--- config.mk ---
export PLATFORM = sky130hd
export DESIGN_NAME = c3lib_vecsync_rr_arb
export DESIGN_NICKNAME = d
export VERILOG_FILES = /design/src/rtl/c3lib_vecsync_rr_arb.sv
export SDC_FILE = /design/constraint.sdc
export NUM_CORES = 1
export LEC_CHECK = 0
export CORE_MARGIN = 3
export CORE_UTILIZATION = 35
export DETAILED_ROUTE_END_ITERATION = 12
export DONT_BUFFER_PORTS = 1
export MAX_ROUTING_LAYER = met4
export SETUP_SLACK_MARGIN = 0.15
export SLEW_MARGIN = 20
export SYNTH_ARGS = -nofsm -noshare
export SYNTH_HDL_FRONTEND = slang
export SYNTH_SLANG_ARGS = --single-unit
export TNS_END_PERCENT = 1
--- constraint.sdc ---
create_clock -name clk -period 4.3 [get_ports clk]
set_clock_uncertainty 0.05 [all_clocks]
set_input_delay 0.86 -clock clk [delete_from_list [all_inputs] [get_ports clk]]
set_output_delay 0.86 -clock clk [all_outputs]
set_load 0.02 [all_outputs]
--- src/rtl/c3lib_vecsync_rr_arb.sv ---
// c3lib_vecsync_rr_arb: round-robin arbiter launching held {toggle,id,data} words into one vecsync port (ports clk,rst,req,req_data,gnt,busy,sync_data); define C3LIB_VECSYNC_ARB_PRIO0_EN for strict requester-0 priority
module c3lib_vecsync_rr_arb #(
  parameter int NREQ      = 4,
  parameter int DWIDTH    = 8,
  parameter int HOLD_CYC  = 8,
  parameter int RESET_VAL = 0,
  localparam int IDW      = $clog2(NREQ)
) (
  input  logic                     clk,
  input  logic                     rst,
  input  logic [NREQ-1:0]          req,
  input  logic [NREQ*DWIDTH-1:0]   req_data,
  output logic [NREQ-1:0]          gnt,
  output logic                     busy,
  output logic [IDW+DWIDTH:0]      sync_data
);
  localparam int CW = $clog2(HOLD_CYC);
  typedef enum logic {IDLE, HOLD} state_t;
  state_t state, state_nxt;
  logic [CW-1:0] cnt;
  logic [IDW-1:0] ptr, rr_win, win, idx;
  logic [DWIDTH-1:0] dat [NREQ];
  logic found, launch, upd;
  always_comb begin
    for (int i = 0; i < NREQ; i++) dat[i] = req_data[i*DWIDTH +: DWIDTH];
  end
  always_comb begin
    rr_win = ptr;
    idx = '0;
    found = 1'b0;
    for (int k = 0; k < NREQ; k++) begin
      idx = (int'(ptr) + k >= NREQ) ? IDW'(int'(ptr) + k - NREQ) : IDW'(int'(ptr) + k);
      if (!found && req[idx]) begin
        found = 1'b1;
        rr_win = idx;
      end
    end
  end
  always_comb state_nxt = (state == IDLE) ? (|req ? HOLD : IDLE) : (cnt == '0 ? IDLE : HOLD);
  always_comb begin
    launch = (state == IDLE) && |req;
`ifdef C3LIB_VECSYNC_ARB_PRIO0_EN
    win = req[0] ? '0 : rr_win;
    upd = !req[0];
`else
    win = rr_win;
    upd = 1'b1;
`endif
  end
  always_ff @(posedge clk) begin
    if (rst) begin
      state <= IDLE;
      cnt <= '0;
      ptr <= '0;
      gnt <= '0;
      busy <= 1'b0;
      sync_data <= {1'b0, {IDW{1'b0}}, (RESET_VAL == 0) ? {DWIDTH{1'b0}} : {DWIDTH{1'b1}}};
    end else begin
      state <= state_nxt;
      gnt <= launch ? NREQ'(1) << win : '0;
      busy <= launch | (state == HOLD && cnt != '0);
      cnt <= launch ? CW'(HOLD_CYC - 1) : (state == HOLD && cnt != '0) ? cnt - 1'b1 : cnt;
      if (launch) begin
        sync_data <= {~sync_data[IDW+DWIDTH], win, dat[win]};
        if (upd) ptr <= (win == IDW'(NREQ - 1)) ? '0 : win + 1'b1;
      end
    end
  end
endmodule

Word-level counts from Yosys, hierarchy flattened
Cells that the tools add are included.
{"block": "totals", "ff_bits": 22, "inputBits": 38, "out_inout_bits": 16, "word_cells": 72}
{"block": "op_classes", "add_sub_neg": 9, "order_cmp": 9, "eq_ne": 1, "n_shift": 1, "muxes": 28, "bitwise_logic": 5, "n_reduce_logical": 13}
{"op": "$mux 2", "n": 9}
{"op": "$bmux 8 s2", "n": 1}
{"op": "$mux 8", "n": 2}
{"op": "$ge 3x3->1 const B", "n": 4}
{"op": "$lt 2x3->1 const B", "n": 4}
{"op": "$mux 1", "n": 10}
{"op": "$bmux 1 s2", "n": 4}
{"op": "$sub 2x1->2 const B", "n": 4}
{"op": "$add 2x2->3 const B", "n": 2}
{"op": "$mux 3", "n": 2}
{"op": "$logic_and 1x1->1", "n": 5}
{"op": "$reduce_or 4->1", "n": 1}
{"op": "$shl 1x2->4 const A", "n": 1}
{"op": "$add 2x1->3 const B", "n": 1}
{"op": "$ge 2x3->1 const B", "n": 1}
{"op": "$logic_not 1->1", "n": 3}
{"op": "$logic_not 3->1", "n": 1}
{"op": "$not 1->1", "n": 3}
{"op": "$not 2->3", "n": 1}
{"op": "$reduce_bool 3->1", "n": 1}
{"op": "$sub 3x1->3 const B", "n": 1}
{"op": "$add 2x1->2 const B", "n": 1}
{"op": "$eq 2x2->1 const B", "n": 1}
{"op": "$reduce_bool 2->1", "n": 1}
{"op": "2 further kinds", "n": 2}

Depth between registers and ports, before layout
{"block": "logic_depth", "ltp_word": 18, "mapped_depth": 7, "depth_no_buf": 7}

Least setup slack after synthesis
No wires, ideal clock.
{"block": "synth_timing", "path_kind": "input to register", "start": "input port req[0]", "end": "register ptr[1]", "setup_time_ns": 0.134, "arrival_ns": 2.042, "required_time_ns": 4.116, "slack_ns": 2.074, "stages": 6, "n_path_buf": 1, "path_cell_list": "buf_6 and3b_1 a2111oi_4 nor2_2 a211oi_1 a211oi_1"}
{"block": "synth_between", "elab_chain_len": 14, "word_cells_on_any_way": 26, "cone_classes": "1 x add/sub; 1 x eq/ne; 16 x mux; 8 x reduce/logical"}
{"element": "start, declared", "line": "11", "text": "input logic [NREQ-1:0] req,"}
{"element": "$bmux 1 s2", "line": "33", "text": "if (!found && req[idx]) begin"}
{"element": "$mux 1 (not written as such)", "line": "33"}
{"element": "$mux 1", "line": "33"}
{"element": "$logic_not 1->1", "line": "33"}
{"element": "$logic_and 1x1->1", "line": "33"}
{"element": "$mux 1", "line": "33"}
{"element": "$logic_not 1->1", "line": "33"}
{"element": "$logic_and 1x1->1", "line": "33"}
{"element": "$mux 1", "line": "33"}
{"element": "$logic_not 1->1", "line": "33"}
{"element": "$logic_and 1x1->1", "line": "33"}
{"element": "$mux 2", "line": "33"}
{"element": "$add 2x1->2 / $eq 2x2->1 (equally long branches)", "line": "65", "text": "if (upd) ptr <= (win == IDW'(NREQ - 1)) ? '0 : win + 1'b1;"}
{"element": "$mux 2", "line": "65"}
{"element": "end signal, assigned", "line": "65"}
{"element": "end, declared", "line": "21", "text": "logic [IDW-1:0] ptr, rr_win, win, idx;"}
Several ways; a longest one is shown, not always the timed one. The select of a mux whose other input is x is not followed.
A chain may end at the register's enable or synchronous reset.

Worst setup path in the final report
{"block": "layout_timing", "start": "input port req[0]", "end": "register sync_data[5]"}
{"block": "layout_between", "elab_chain_len": 16, "word_cells_on_any_way": 27, "cone_classes": "18 x mux; 1 x bitwise; 8 x reduce/logical"}
{"element": "$bmux 1 s2", "line": "33"}
{"element": "$mux 1 (not written as such)", "line": "33"}
{"element": "$mux 1", "line": "33"}
{"element": "$logic_not 1->1", "line": "33"}
{"element": "$logic_and 1x1->1", "line": "33"}
{"element": "$mux 1", "line": "33"}
{"element": "$logic_not 1->1", "line": "33"}
{"element": "$logic_and 1x1->1", "line": "33"}
{"element": "$mux 1", "line": "33"}
{"element": "$logic_not 1->1", "line": "33"}
{"element": "$logic_and 1x1->1", "line": "33"}
{"element": "$mux 2", "line": "33"}
{"element": "$not 2->3 (not written as such)", "line": "64", "text": "sync_data <= {~sync_data[IDW+DWIDTH], win, dat[win]};"}
{"element": "$bmux 8 s2", "line": "64"}
{"element": "$mux 8 (not written as such) (2 in series)", "line": "64"}
{"element": "end signal, assigned", "line": "57", "text": "sync_data <= {1'b0, {IDW{1'b0}}, (RESET_VAL == 0) ? {DWIDTH{1'b0}} : {DWIDTH{1'b1}}};"}
{"element": "end signal, assigned", "line": "64"}
{"element": "end, declared", "line": "15", "text": "output logic [IDW+DWIDTH:0] sync_data"}
Several ways; a longest one is shown, not always the timed one. The select of a mux whose other input is x is not followed.

==> metrics.md <==
| Metric | Value |
|---|---|
| Max Clk Rate | about 0.45 GHz |
| Detail Route Antenna Nets | 0 |
| Ant. Diodes | 0 |
| Leading area contributor after synthesis | dfxtp_1 |
| Clock buffer depth | 2 |
| Area share of the largest cell type after synthesis | between 30% and 40% |
| CTS Root Cell | clkbuf_8 |
| Die area | about 4500 um^2 |
| FP Rows | 21 |
| Setup slack, reg-to-reg | 2.10 ns |
| Yosys warnings | 0 |
| CTS tree | done |
| Leak pwr | approximately 0.48 nW |
| Fin. Hold Viols | 0 |
| Remaining Overflow, GRT | 0 |
| First-pass DRT Iterations | 4 |
| Cell Pwr Density | slightly below 400 nW/um^2 |
| WL/cell | ~17 um |
| # H-tree levels | 1 |
| Fin cells | 190 |
| Maxcap violations | 0 |
| Final setup fails | 0 |
| First-pass GRT wire length | between 5 and 6 mm |
| Synthesized area per cell | 8.72 um^2 |
| TritonCTS buffer count | 3 |
| Vias in the first global route | about 1100 |
| Placed Instances | approximately 190 |
| Min-delay worst type | flip-flop to flip-flop |
| Period utilization | 51.3% |
| Placer Congestion | about 0.88 |
| Fin nets | 185 |
| CP endpoint kind | flip-flop |
| Cells after Synth | ~150 |
| Initial antenna violation count | 0 |
| Worst skew pair latency | roughly 0.25 ns |
| Most common flop cell mapped by yosys | dfxtp_1 |
| Commonest cells after routing, fill and taps aside | 21 x dfxtp_1, 15 x a21oi_1, 13 x nor2_1, 9 x o21ai_0 |
| FFs w/ async S/R, synth | 0% |
| Layout cells sized above 1 | under 10% |
| Total number of vias | around 1100 |
| CTS resizes | 0 |
| Post-synth EDFFs | 0 |
| Design Area, Final | 1350 um^2 |
| # port buffers | 0 |
| Pins Over Slew Limit | 0 |
| Commonest non-fill, non-tap cell in the layout | dfxtp_1 |
| Actual slew at the worst max-slew pin | ~0.95 ns |
| DR iter-0 viols | 26 |
| Slew headroom | a little over a third |
| Detailed Place HPWL | approximately 2.6 mm |
| DR vias/cell | ~6 |
| Mapped Area | between 1000 and 1500 um^2 |
| Min Hold Slack | ~0.48 ns |
| Die width | approximately 67 um |
| Setup TNS | 0 ns |
| Synth top area cells | dfxtp_1 32%, a21oi_1 5.8%, a211o_1 4.0%, a311oi_1 4.0%, nor2_1 3.8% |
| Outcome | completed |
| Reg clk slew, reported paths | 0.08 ns |
| RSZ-0062 raised after global routing | no |
| Netlist cell types | 44 |
| Hold Buf Count CTS | 0 |
| Initial Util | ~38% |
| Die H | approximately 67 um |
| Total DRC errors in the routed layout | 0 |
| Fin crit period | 2.20 ns |
| Largest net degree at the start of global routing | 21 |
| GRT Total Usage | roughly 16% |
| Placed Area | 1300 um^2 |
| Area growth from synthesis to layout | 3.76% |
| I/O pin count | 54 |
| Setup CP Type | input port to flip-flop |
| Required time of the critical path | 4.41 ns |
| Crit path max fanout | 9 |
| Startpoint types | input port |
| Worst slack, placed | 1.91 ns |
| Post-CTS Setup Repair Bufs | 0 |
| Routed wire length | approximately 3.3 mm |
| Arr. time, crit path | about 2.3 ns |
| CTS sink count | 21 |
| #FFs+latches synth | 21 |
| Max VDD drop | 0.235 mV |
| Final worst slack | 2.10 ns |
| Synthesized Nets | between 150 and 200 |
| Core area | 3440 um^2 |
| Seq/Total Area, Yosys | between 30% and 40% |
## cell type report
type | instances | area (um^2)
clock buffers | 3 | 41.3
clock inverters | 1 | 5.00
fillers | 341 | 2090
inverters | 5 | 18.8
multi-input cells | 114 | 805
flip-flops and latches | 21 | 420
well taps | 46 | 57.6
## flip-flops by register name, summed over array words and instances (netlist names)
register,cells
busy,1
sync_data,11
gnt,4
ptr,2
cnt,3
## critical path: stages
cell and delay, ns:
nor2b_1 0.09, o21ai_0 0.08, a211oi_1 0.78, o21ai_0 0.22, a311oi_1 0.28
## report_power, final
group,internal [mW],switching (mW)
clock network,0.0644,0.0628
registers,0.219,0.0441
logic,0.0615,0.0820
## per-layer routing
layer	vias up	GRT usage [%]	share of wire [%]
met4	0	2.53	0.69
met1	521	21.4	44
met2	48	23.6	48
met3	4	3.37	7.8
li1	565	-	-
met5	-	-	0
## worst paths after layout
kind                  endpoint  cells past startpoint    from
hold reg to reg         cnt[1]                      2  cnt[1]
hold / removal          cnt[1]                      2  cnt[1]
setup reg to reg  sync_data[5]                      5  ptr[1]
setup / recovery  sync_data[5]                      5  req[0]
## through the flow
step           power (mW)  util [%]
2_1_floorplan       0.392         -
3_3_place_gp        0.408      37.8
3_5_place_dp        0.412      37.8
4_1_cts             0.537      39.1
5_1_grt             0.566      39.1
6_report            0.534      39.1
## logic make-up after synthesis
kind of cell	Yosys count	share of synthesized area, %
mux	4	3.08
buf+inv	14	5.68
flops	21	32.4
fa+ha+maj	2	1.93
xor+xnor	2	1.35
compound gates	63	35.8
simple gates	43	19.7
## synthesized netlist by cell type (2+ instances only)
library cell,count
a211o_1,6
a211oi_1,4
a21oi_1,15
a311oi_1,6
buf_2,2
buf_6,2
clkbuf_1,3
dfxtp_1,21
ha_1,2
inv_1,5
mux2i_1,4
nand2_1,4
nand2b_1,2
nand3b_1,2
nand4_1,6
nor2_1,13
nor2_2,2
nor2b_1,4
o21a_1,3
o21ai_0,9
o21ai_1,3
o221ai_1,3
o31ai_1,6
xnor2_1,2
No activity file was read; power rests on OpenSTA's default activity.
